$ cat config.mk
export PLATFORM = sky130hd
export DESIGN_NAME = operand_serializer
export DESIGN_NICKNAME = d
export VERILOG_FILES = /design/src/rtl/operand_serializer.sv
export SDC_FILE = /design/constraint.sdc
export NUM_CORES = 1
export LEC_CHECK = 0
export BUFFER_PORTS_ARGS = -buffer_cell sky130_fd_sc_hd__buf_2
export CAP_MARGIN = 20
export CORE_AREA = 5 5 82 92
export CTS_CLUSTER_DIAMETER = 100
export DETAILED_ROUTE_END_ITERATION = 16
export DIE_AREA = 0 0 87 97
export SLEW_MARGIN = 10
export SYNTH_ARGS = -nofsm -noshare
export SYNTH_HDL_FRONTEND = slang
export SYNTH_SLANG_ARGS = --single-unit
$ cat constraint.sdc
create_clock -name clk -period 2.35 [get_ports clk]
set_input_delay 0.47 -clock clk [delete_from_list [all_inputs] [get_ports clk]]
set_output_delay 0.47 -clock clk [all_outputs]
set_load 0.01 [all_outputs]
$ cat src/rtl/operand_serializer.sv
// ---------------------------------------------------------------------------
// operand_serializer
//
// Upstream feeder for a bit-serial adder. Accepts pairs of N-bit operands over
// a valid/ready handshake into a single-entry hold register, then streams each
// pair out LSB-first on (a, b). Every word is preceded by a one-cycle clean
// pulse so the downstream adder starts the word with its carry cleared.
// When a new pair is already waiting at the end of a word, the next clean
// follows the last bit directly, giving one word every N+1 cycles.
//
// Ports:
//   clk        single clock, rising edge
//   reset      synchronous, active-high reset
//   in_valid   operand pair on in_a/in_b is valid
//   in_a,in_b  parallel operands (N bits)
//   in_ready   hold register empty and not in reset
//   a, b       serial operand bits, LSB first
//   clean      one-cycle carry-clear pulse before each word
//   bit_valid  a/b carry a real operand bit this cycle
//   bit_last   current a/b bit is the word's MSB
//   busy       a word is in flight or a pair is waiting in the hold register
// ---------------------------------------------------------------------------
module operand_serializer #(
    parameter int N  = 8,
    parameter int CW = 6
) (
    input  logic         clk,
    input  logic         reset,
    input  logic         in_valid,
    input  logic [N-1:0] in_a,
    input  logic [N-1:0] in_b,
    output logic         in_ready,
    output logic         a,
    output logic         b,
    output logic         clean,
    output logic         bit_valid,
    output logic         bit_last,
    output logic         busy
);

    typedef enum logic [1:0] {
        IDLE  = 2'd0,
        CLEAN = 2'd1,
        SHIFT = 2'd2
    } state_t;

    localparam logic [CW-1:0] LAST_CNT = CW'(N - 1);

    state_t         state_reg;
    logic           hold_full_reg;
    logic [N-1:0]   hold_a_reg;
    logic [N-1:0]   hold_b_reg;
    logic [N-1:0]   sa_reg;
    logic [N-1:0]   sb_reg;
    logic [CW-1:0]  cnt_reg;

    logic [N-1:0]   sa_next;
    logic [N-1:0]   sb_next;
    logic           accept;
    logic           last_bit;
    logic           in_shift;

    // Shift-down network: each bit takes its upper neighbour, MSB fills with 0.
    genvar gi;
    generate
        for (gi = 0; gi < N; gi++) begin : g_shift
            if (gi == N - 1) begin : g_top
                assign sa_next[gi] = 1'b0;
                assign sb_next[gi] = 1'b0;
            end else begin : g_low
                assign sa_next[gi] = sa_reg[gi+1];
                assign sb_next[gi] = sb_reg[gi+1];
            end
        end
    endgenerate

    // Accept only into an empty hold register; transfers only read a full one,
    // so a capture and a transfer can never land on the same edge.
    assign accept   = in_valid && in_ready;
    assign last_bit = (cnt_reg == LAST_CNT);

    always_ff @(posedge clk) begin
        if (reset) begin
            state_reg     <= IDLE;
            hold_full_reg <= 1'b0;
            hold_a_reg    <= '0;
            hold_b_reg    <= '0;
            sa_reg        <= '0;
            sb_reg        <= '0;
            cnt_reg       <= '0;
        end else begin
            if (accept) begin
                hold_a_reg    <= in_a;
                hold_b_reg    <= in_b;
                hold_full_reg <= 1'b1;
            end

            case (state_reg)
                IDLE: begin
                    if (hold_full_reg) begin
                        sa_reg        <= hold_a_reg;
                        sb_reg        <= hold_b_reg;
                        hold_full_reg <= 1'b0;
                        cnt_reg       <= '0;
                        state_reg     <= CLEAN;
                    end
                end
                CLEAN: begin
                    state_reg <= SHIFT;
                end
                SHIFT: begin
                    if (last_bit) begin
                        if (hold_full_reg) begin
                            // Back-to-back: next word's clean follows the MSB.
                            sa_reg        <= hold_a_reg;
                            sb_reg        <= hold_b_reg;
                            hold_full_reg <= 1'b0;
                            cnt_reg       <= '0;
                            state_reg     <= CLEAN;
                        end else begin
                            sa_reg    <= sa_next;
                            sb_reg    <= sb_next;
                            cnt_reg   <= '0;
                            state_reg <= IDLE;
                        end
                    end else begin
                        sa_reg  <= sa_next;
                        sb_reg  <= sb_next;
                        cnt_reg <= cnt_reg + CW'(1);
                    end
                end
                default: begin
                    state_reg <= IDLE;
                end
            endcase
        end
    end

    // Outputs decode straight from registered state; reset masks them in the
    // cycle it is asserted so nothing from a discarded word leaks out.
    assign in_shift  = (state_reg == SHIFT) && !reset;
    assign in_ready  = !hold_full_reg && !reset;
    assign a         = in_shift && sa_reg[0];
    assign b         = in_shift && sb_reg[0];
    assign bit_valid = in_shift;
    assign bit_last  = in_shift && last_bit;
    assign clean     = (state_reg == CLEAN) && !reset;
    assign busy      = ((state_reg != IDLE) || hold_full_reg) && !reset;

endmodule

==> results.cfg, run 1 <==
[placement]
place_hpwl_mm = 2.53
detailed_place.area_sq_um = 2020
place.gp.congestion = 0.747
io_buffers = 25
post-place-ws_ns = 0.453
place_inst = 314

[global_routing]
grt_max_degree = 33
grt_util_all_layers_pct = 9.57
grt_pass1_vias = 1470
overflow = 0
grt_pass1_wl_mm = 6.62
antenna_found_initial = 0

[synthesis]
syn-num-nets = 240
netlist_area_sq_um = 1890
yosysUniqueCellTypes = 37
synthFlopType = dfxtp_1
synth_seq_cells = 41
syn_avg_cell_area_sq_um = 8.60
ys_warn_count = 0
synth-edff-count = 0
synthCells = 220
async_flop_share_pct = 0
seq_area_frac_synth_pct = 43.4

[final_layout]
design_area_sq_um = 2100
n_fill_cell = 715
instances_no_fill = 322
final_common_cell = dfxtp_1
layout_common_cells = dfxtp_1, nand2_1, nor2_1, buf_2
final_nets = 259
area_delta_synth_final_pct = 11.1
drive_above_1_share_pct = 22.5
num_antenna_cells = 0

[hold_path]
min_to = hold_b_reg[0]$_SDFFE_PP0N_
hold-path-cell-count = 3
hp-class = input pin to register
hold_start = in_b[0]

[clock_network]
numCtsBuffers = 5
clock-sinks = 41
cts_buffer_depth = 2
cts_tree = yes
hold_buffers = 0
cts_resized = 0
cts_setup_buffers = 0
clk_pin_slew_worst_paths_ns = 0.07
clock-root-buffer = clkbuf_8
clkLatencyLatePin_ns = 0.29
cts_htree_levels = 2

[floorplan]
die_y_microns = 97
rows = 31
core-area_sq_um = 6480
die_w_microns = 87
io_pins = 26
die-area_sq_um = 8440
start_util_pct = 29.2

[setup_path]
crit_type = register to primary output
cpPeakStageDelay_ns = 0.46
worstSetupEndpointType = primary output
path_buf_inv = 1
crit_chain = ha_1, nand2_1, or4_4, nor3_1, buf_2
crit_fanout = 5
start_kind = register
required_ns = 1.88
reg2reg_from = cnt_reg[0]$_SDFFE_PP0P_
cpLargestDelayFamily = simple AND/OR/NAND/NOR gates
rr_endpoint = sb_reg[5]$_SDFFE_PP0P_
regToRegSetupSlack_ns = 0.77
r2r_cells = 6
crit_slowest_cell = or4_4
cp.depth = 5
crit_arrival_ns = 1.72

[pwr]
seq_power_share_pct = 54.8
pwr-share-comb_pct = 15.1
p_int_mw = 1.05
swShare_pct = 27.2
ir_drop_mv = 0.390
p_per_area_nw_per_um2 = 685
p_leak_nw = 0.801
power_frac_clock_pct = 30.1
p_switching_mw = 0.392

[sta]
tightest_slew_ns = 0.371
tns_ns = 0
finalSetupViolations = 0
finClkSkew_ns = 0.00435
hold_violations = 0
fin_ws_ns = 0.159
fmax_ghz = 0.456
slew_headroom_pct = 75.2
slew_viol_final = 0
period_share_pct = 93.2
whs_ns = 0.373
rsz0062_at_grt = false
fin_crit_ns = 2.19

[outcome]
status = finished, final reports clean

[flow_run]
maxCapViolations = 0

[detailed_routing]
vias_per_cell = 4.61
postRouteAntennaNets = 0
num_vias = 1486
drc = 0
drt_wl_total_mm = 3.71
initialDrtViolationCount = 57
first_pass_iters = 4
wl_per_cell_microns = 11.5
cell type report:
type	count	area [sq um]	share of cell area (%)
clock buffers	6	72.6	3.45
clock inverters	2	10.0	0.476
multi-input cells	162	942	44.8
flip-flops and latches	41	821	39.0
well taps	82	103	4.88
repair buffers	29	155	7.38
routing by layer:
layer	track usage (%)	wire length (microns)	up-vias
li1	-	-	791
met1	11.3	1790	668
met2	15.8	1740	22
met3	2.80	117	5
met4	4.08	56	0
met5	0	0	-
worst register-to-register path, stage by stage (launching register included):
cell      delay (ns)
dfxtp_1         0.37
ha_1            0.25
nand4b_2        0.17
o31ai_4         0.20
buf_4           0.24
nand2_1         0.08
a211oi_1        0.19
cell usage after synthesis, types with 2 or more instances:
master / n / share of area, %
a21oi_1: 18 / 4.8
a211oi_1: 8 / 3.2
buf_2: 4 / 1.1
nor3_1: 2 / 0.53
a211oi_2: 8 / 5.3
nor2_1: 26 / 5.2
dfxtp_1: 41 / 43
nand2b_1: 18 / 5.9
nor2b_1: 2 / 0.66
o21ai_0: 18 / 4.8
nand3_1: 4 / 1.1
buf_6: 6 / 3.6
and2_1: 2 / 0.66
clkbuf_1: 3 / 0.59
nand2_1: 36 / 7.1
buf_4: 3 / 1.2
per-stage QoR:
step / utilization [%] / power, mW
floorplan: - / 0.986
global placement: 31.2 / 1.02
detailed placement: 31.2 / 1.03
CTS: 32.5 / 1.47
global route: 32.5 / 1.54
finish: 32.5 / 1.44
cells by family (layout without fill, tap and decap cells):
| family | Yosys count | after routing | synth area share (%) |
|---|---|---|---|
| AO/OA/AOI/OAI | 61 | 61 | 22.9 |
| flip-flops | 41 | 41 | 43.4 |
| AND/OR/NAND/NOR | 98 | 98 | 25.1 |
| adder cells (fa/ha/maj) | 1 | 1 | 0.661 |
| multiplexers | 2 | 2 | 1.12 |
| buffers and inverters | 17 | 37 | 6.87 |
power groups by stage:
| stage | Sequential (mW) | Combinational (mW) | Clock, mW |
|---|---|---|---|
| 2_1_floorplan | 0.788 | 0.198 | 0 |
| 3_3_place_gp | 0.805 | 0.218 | 0 |
| 3_5_place_dp | 0.807 | 0.221 | 0 |
| 4_1_cts | 0.790 | 0.222 | 0.457 |
| 5_1_grt | 0.798 | 0.250 | 0.491 |
| 6_report | 0.790 | 0.218 | 0.434 |
worst max-delay path by stage:
stage | start | endpoint | slack [ns]
2_1_floorplan | cnt_reg[0]$_SDFFE_PP0P_ | bit_last | 0.53
3_3_place_gp | cnt_reg[0]$_SDFFE_PP0P_ | bit_last | 0.47
3_5_place_dp | cnt_reg[0]$_SDFFE_PP0P_ | bit_last | 0.45
4_1_cts | cnt_reg[0]$_SDFFE_PP0P_ | bit_last | 0.13
5_1_grt | cnt_reg[0]$_SDFFE_PP0P_ | bit_last | 0.02
6_report | cnt_reg[0]$_SDFFE_PP0P_ | bit_last | 0.16
Note: power is estimated with default switching activity, not from simulation.
==> run 2: changes to the inputs <==
--- a/config.mk
+++ b/config.mk
@@ -7,10 +7,10 @@
 export LEC_CHECK = 0
 export BUFFER_PORTS_ARGS = -buffer_cell sky130_fd_sc_hd__buf_2
 export CAP_MARGIN = 20
-export CORE_AREA = 5 5 82 92
+export CORE_AREA = 2 2 79 89
 export CTS_CLUSTER_DIAMETER = 100
 export DETAILED_ROUTE_END_ITERATION = 16
-export DIE_AREA = 0 0 87 97
+export DIE_AREA = 0 0 81 91
 export SLEW_MARGIN = 10
 export SYNTH_ARGS = -nofsm -noshare
 export SYNTH_HDL_FRONTEND = slang
==> results.cfg, run 2 (synthesized netlist as in run 1, its figures left out) <==
[detailed_routing]
first_pass_iters = 4
wl_per_cell_microns = 11.1
drt_wl_total_mm = 3.57
num_vias = 1483
initialDrtViolationCount = 91
vias_per_cell = 4.61
drc = 0
postRouteAntennaNets = 0

[global_routing]
overflow = 0
grt_util_all_layers_pct = 10.6
grt_pass1_vias = 1426
grt_pass1_wl_mm = 6.35
grt_max_degree = 33
antenna_found_initial = 0

[floorplan]
start_util_pct = 29.4
die_y_microns = 91
core-area_sq_um = 6440
die-area_sq_um = 7370
io_pins = 26
rows = 31
die_w_microns = 81

[placement]
place.gp.congestion = 0.743
io_buffers = 25
place_hpwl_mm = 2.38

[setup_path]
reg2reg_from = cnt_reg[0]$_SDFFE_PP0P_
crit_type = register to primary output
crit_chain = ha_2, nand2_1, or4_4, nor3_1, buf_2
crit_fanout = 5
cpLargestDelayFamily = simple AND/OR/NAND/NOR gates
path_buf_inv = 1
required_ns = 1.88
r2r_cells = 6
cpPeakStageDelay_ns = 0.46
rr_endpoint = sb_reg[4]$_SDFFE_PP0P_
start_kind = register
regToRegSetupSlack_ns = 0.75
crit_slowest_cell = or4_4
crit_arrival_ns = 1.73
worstSetupEndpointType = primary output

[final_layout]
regArea_sq_um = 821
drive_above_1_share_pct = 23.3
n_fill_cell = 750
final_nets = 259
multi_input_area_sq_um = 945
area_delta_synth_final_pct = 11.4
num_antenna_cells = 0
layout_common_cells = dfxtp_1, nand2_1, nor2_1, buf_2
final_common_cell = dfxtp_1

[flow_run]
maxCapViolations = 0

[sta]
tightest_slew_ns = 0.372
hold_violations = 0
rsz0062_at_grt = false
whs_ns = 0.366
slew_viol_final = 0
fin_crit_ns = 2.20
finClkSkew_ns = 0.00840
period_share_pct = 93.7
tns_ns = 0
fmax_ghz = 0.454
slew_headroom_pct = 75.2
finalSetupViolations = 0

[clock_network]
cts_setup_buffers = 0
cts_tree = yes
hold_buffers = 0
cts_resized = 0
numCtsBuffers = 5
clk_pin_slew_worst_paths_ns = 0.08
clock-root-buffer = clkbuf_8
clkLatencyLatePin_ns = 0.29
clock-sinks = 41
cts_htree_levels = 2
cts_buffer_depth = 2

[pwr]
p_switching_mw = 0.406
seq_power_share_pct = 54.2
swShare_pct = 27.9
total_power_mw = 1.45
p_leak_nw = 0.797
pwr-share-comb_pct = 15.0
p_per_area_nw_per_um2 = 689
power_frac_clock_pct = 30.8
ir_drop_mv = 0.397
p_int_mw = 1.05

[hold_path]
hold-path-cell-count = 3
hold_start = in_b[6]
min_to = hold_b_reg[6]$_SDFFE_PP0N_
hp-class = input pin to register

[outcome]
status = finished, final reports clean
==> run 2: cell types whose count changed in the layout (fill, tap and decap cells not counted) <==
| cell | before | now |
|---|---|---|
| clkinvlp_4 | 0 | 1 |
| ha_1 | 1 | 0 |
| clkbuf_1 | 1 | 0 |
| ha_2 | 0 | 1 |
==> run 2: routing by layer <==
| metal | vias up | GRT usage (%) | part of all wire [%] |
|---|---|---|---|
| li1 | 787 | - | - |
| met1 | 669 | 13.3 | 48 |
| met2 | 22 | 17.4 | 46 |
| met3 | 5 | 2.88 | 3.7 |
| met4 | 0 | 3.81 | 1.6 |
| met5 | - | 0 | 0 |
==> run 2: area by class of cell <==
class / instances / share of cell area (%)
Multi-Input combinational cell: 162 / 44.8
Sequential cell: 41 / 38.9
Timing Repair Buffer: 29 / 7.35
Tap cell: 82 / 4.86
Clock buffer: 5 / 3.26
Clock inverter: 3 / 0.830
==> run 2: worst min-delay path: cells and delay by family <==
kind	cells	cell delay (ns)
buffers and inverters	1	0.07
AOI/OAI and AO/OA	1	0.05
and+or+nand+nor	1	0.03
==> run 2: worst max path at each step <==
stage	from	endpoint	slack [ns]	cells past startpoint
floorplan	cnt_reg[0]$_SDFFE_PP0P_	bit_last	0.53	4
global placement	cnt_reg[0]$_SDFFE_PP0P_	bit_last	0.47	5
detailed placement	cnt_reg[0]$_SDFFE_PP0P_	bit_last	0.44	5
CTS	cnt_reg[0]$_SDFFE_PP0P_	bit_last	0.11	5
global route	cnt_reg[0]$_SDFFE_PP0P_	bit_last	0.02	5
finish	cnt_reg[0]$_SDFFE_PP0P_	bit_last	0.15	5
==> run 2: power by group through the flow <==
stage	clock (mW)	sequential, mW	combinational [mW]
2_1_floorplan	0	0.788	0.198
3_3_place_gp	0	0.805	0.219
3_5_place_dp	0	0.806	0.221
4_1_cts	0.463	0.789	0.222
5_1_grt	0.489	0.796	0.253
6_report	0.447	0.788	0.218
==> run 2: per-stage QoR <==
| step | instance area [sq um] | util, % | cells | setup WS [ns] |
|---|---|---|---|---|
| 5_1_grt | 2110 | 32.8 | 322 | 0.0208 |
| 2_1_floorplan | 1890 | - | 220 | 0.533 |
| 4_1_cts | 2110 | 32.7 | 322 | 0.108 |
| 3_5_place_dp | 2020 | 31.4 | 314 | 0.437 |
| 3_3_place_gp | 2020 | 31.4 | 314 | 0.470 |
| 6_report | 2110 | 32.8 | 322 | 0.147 |
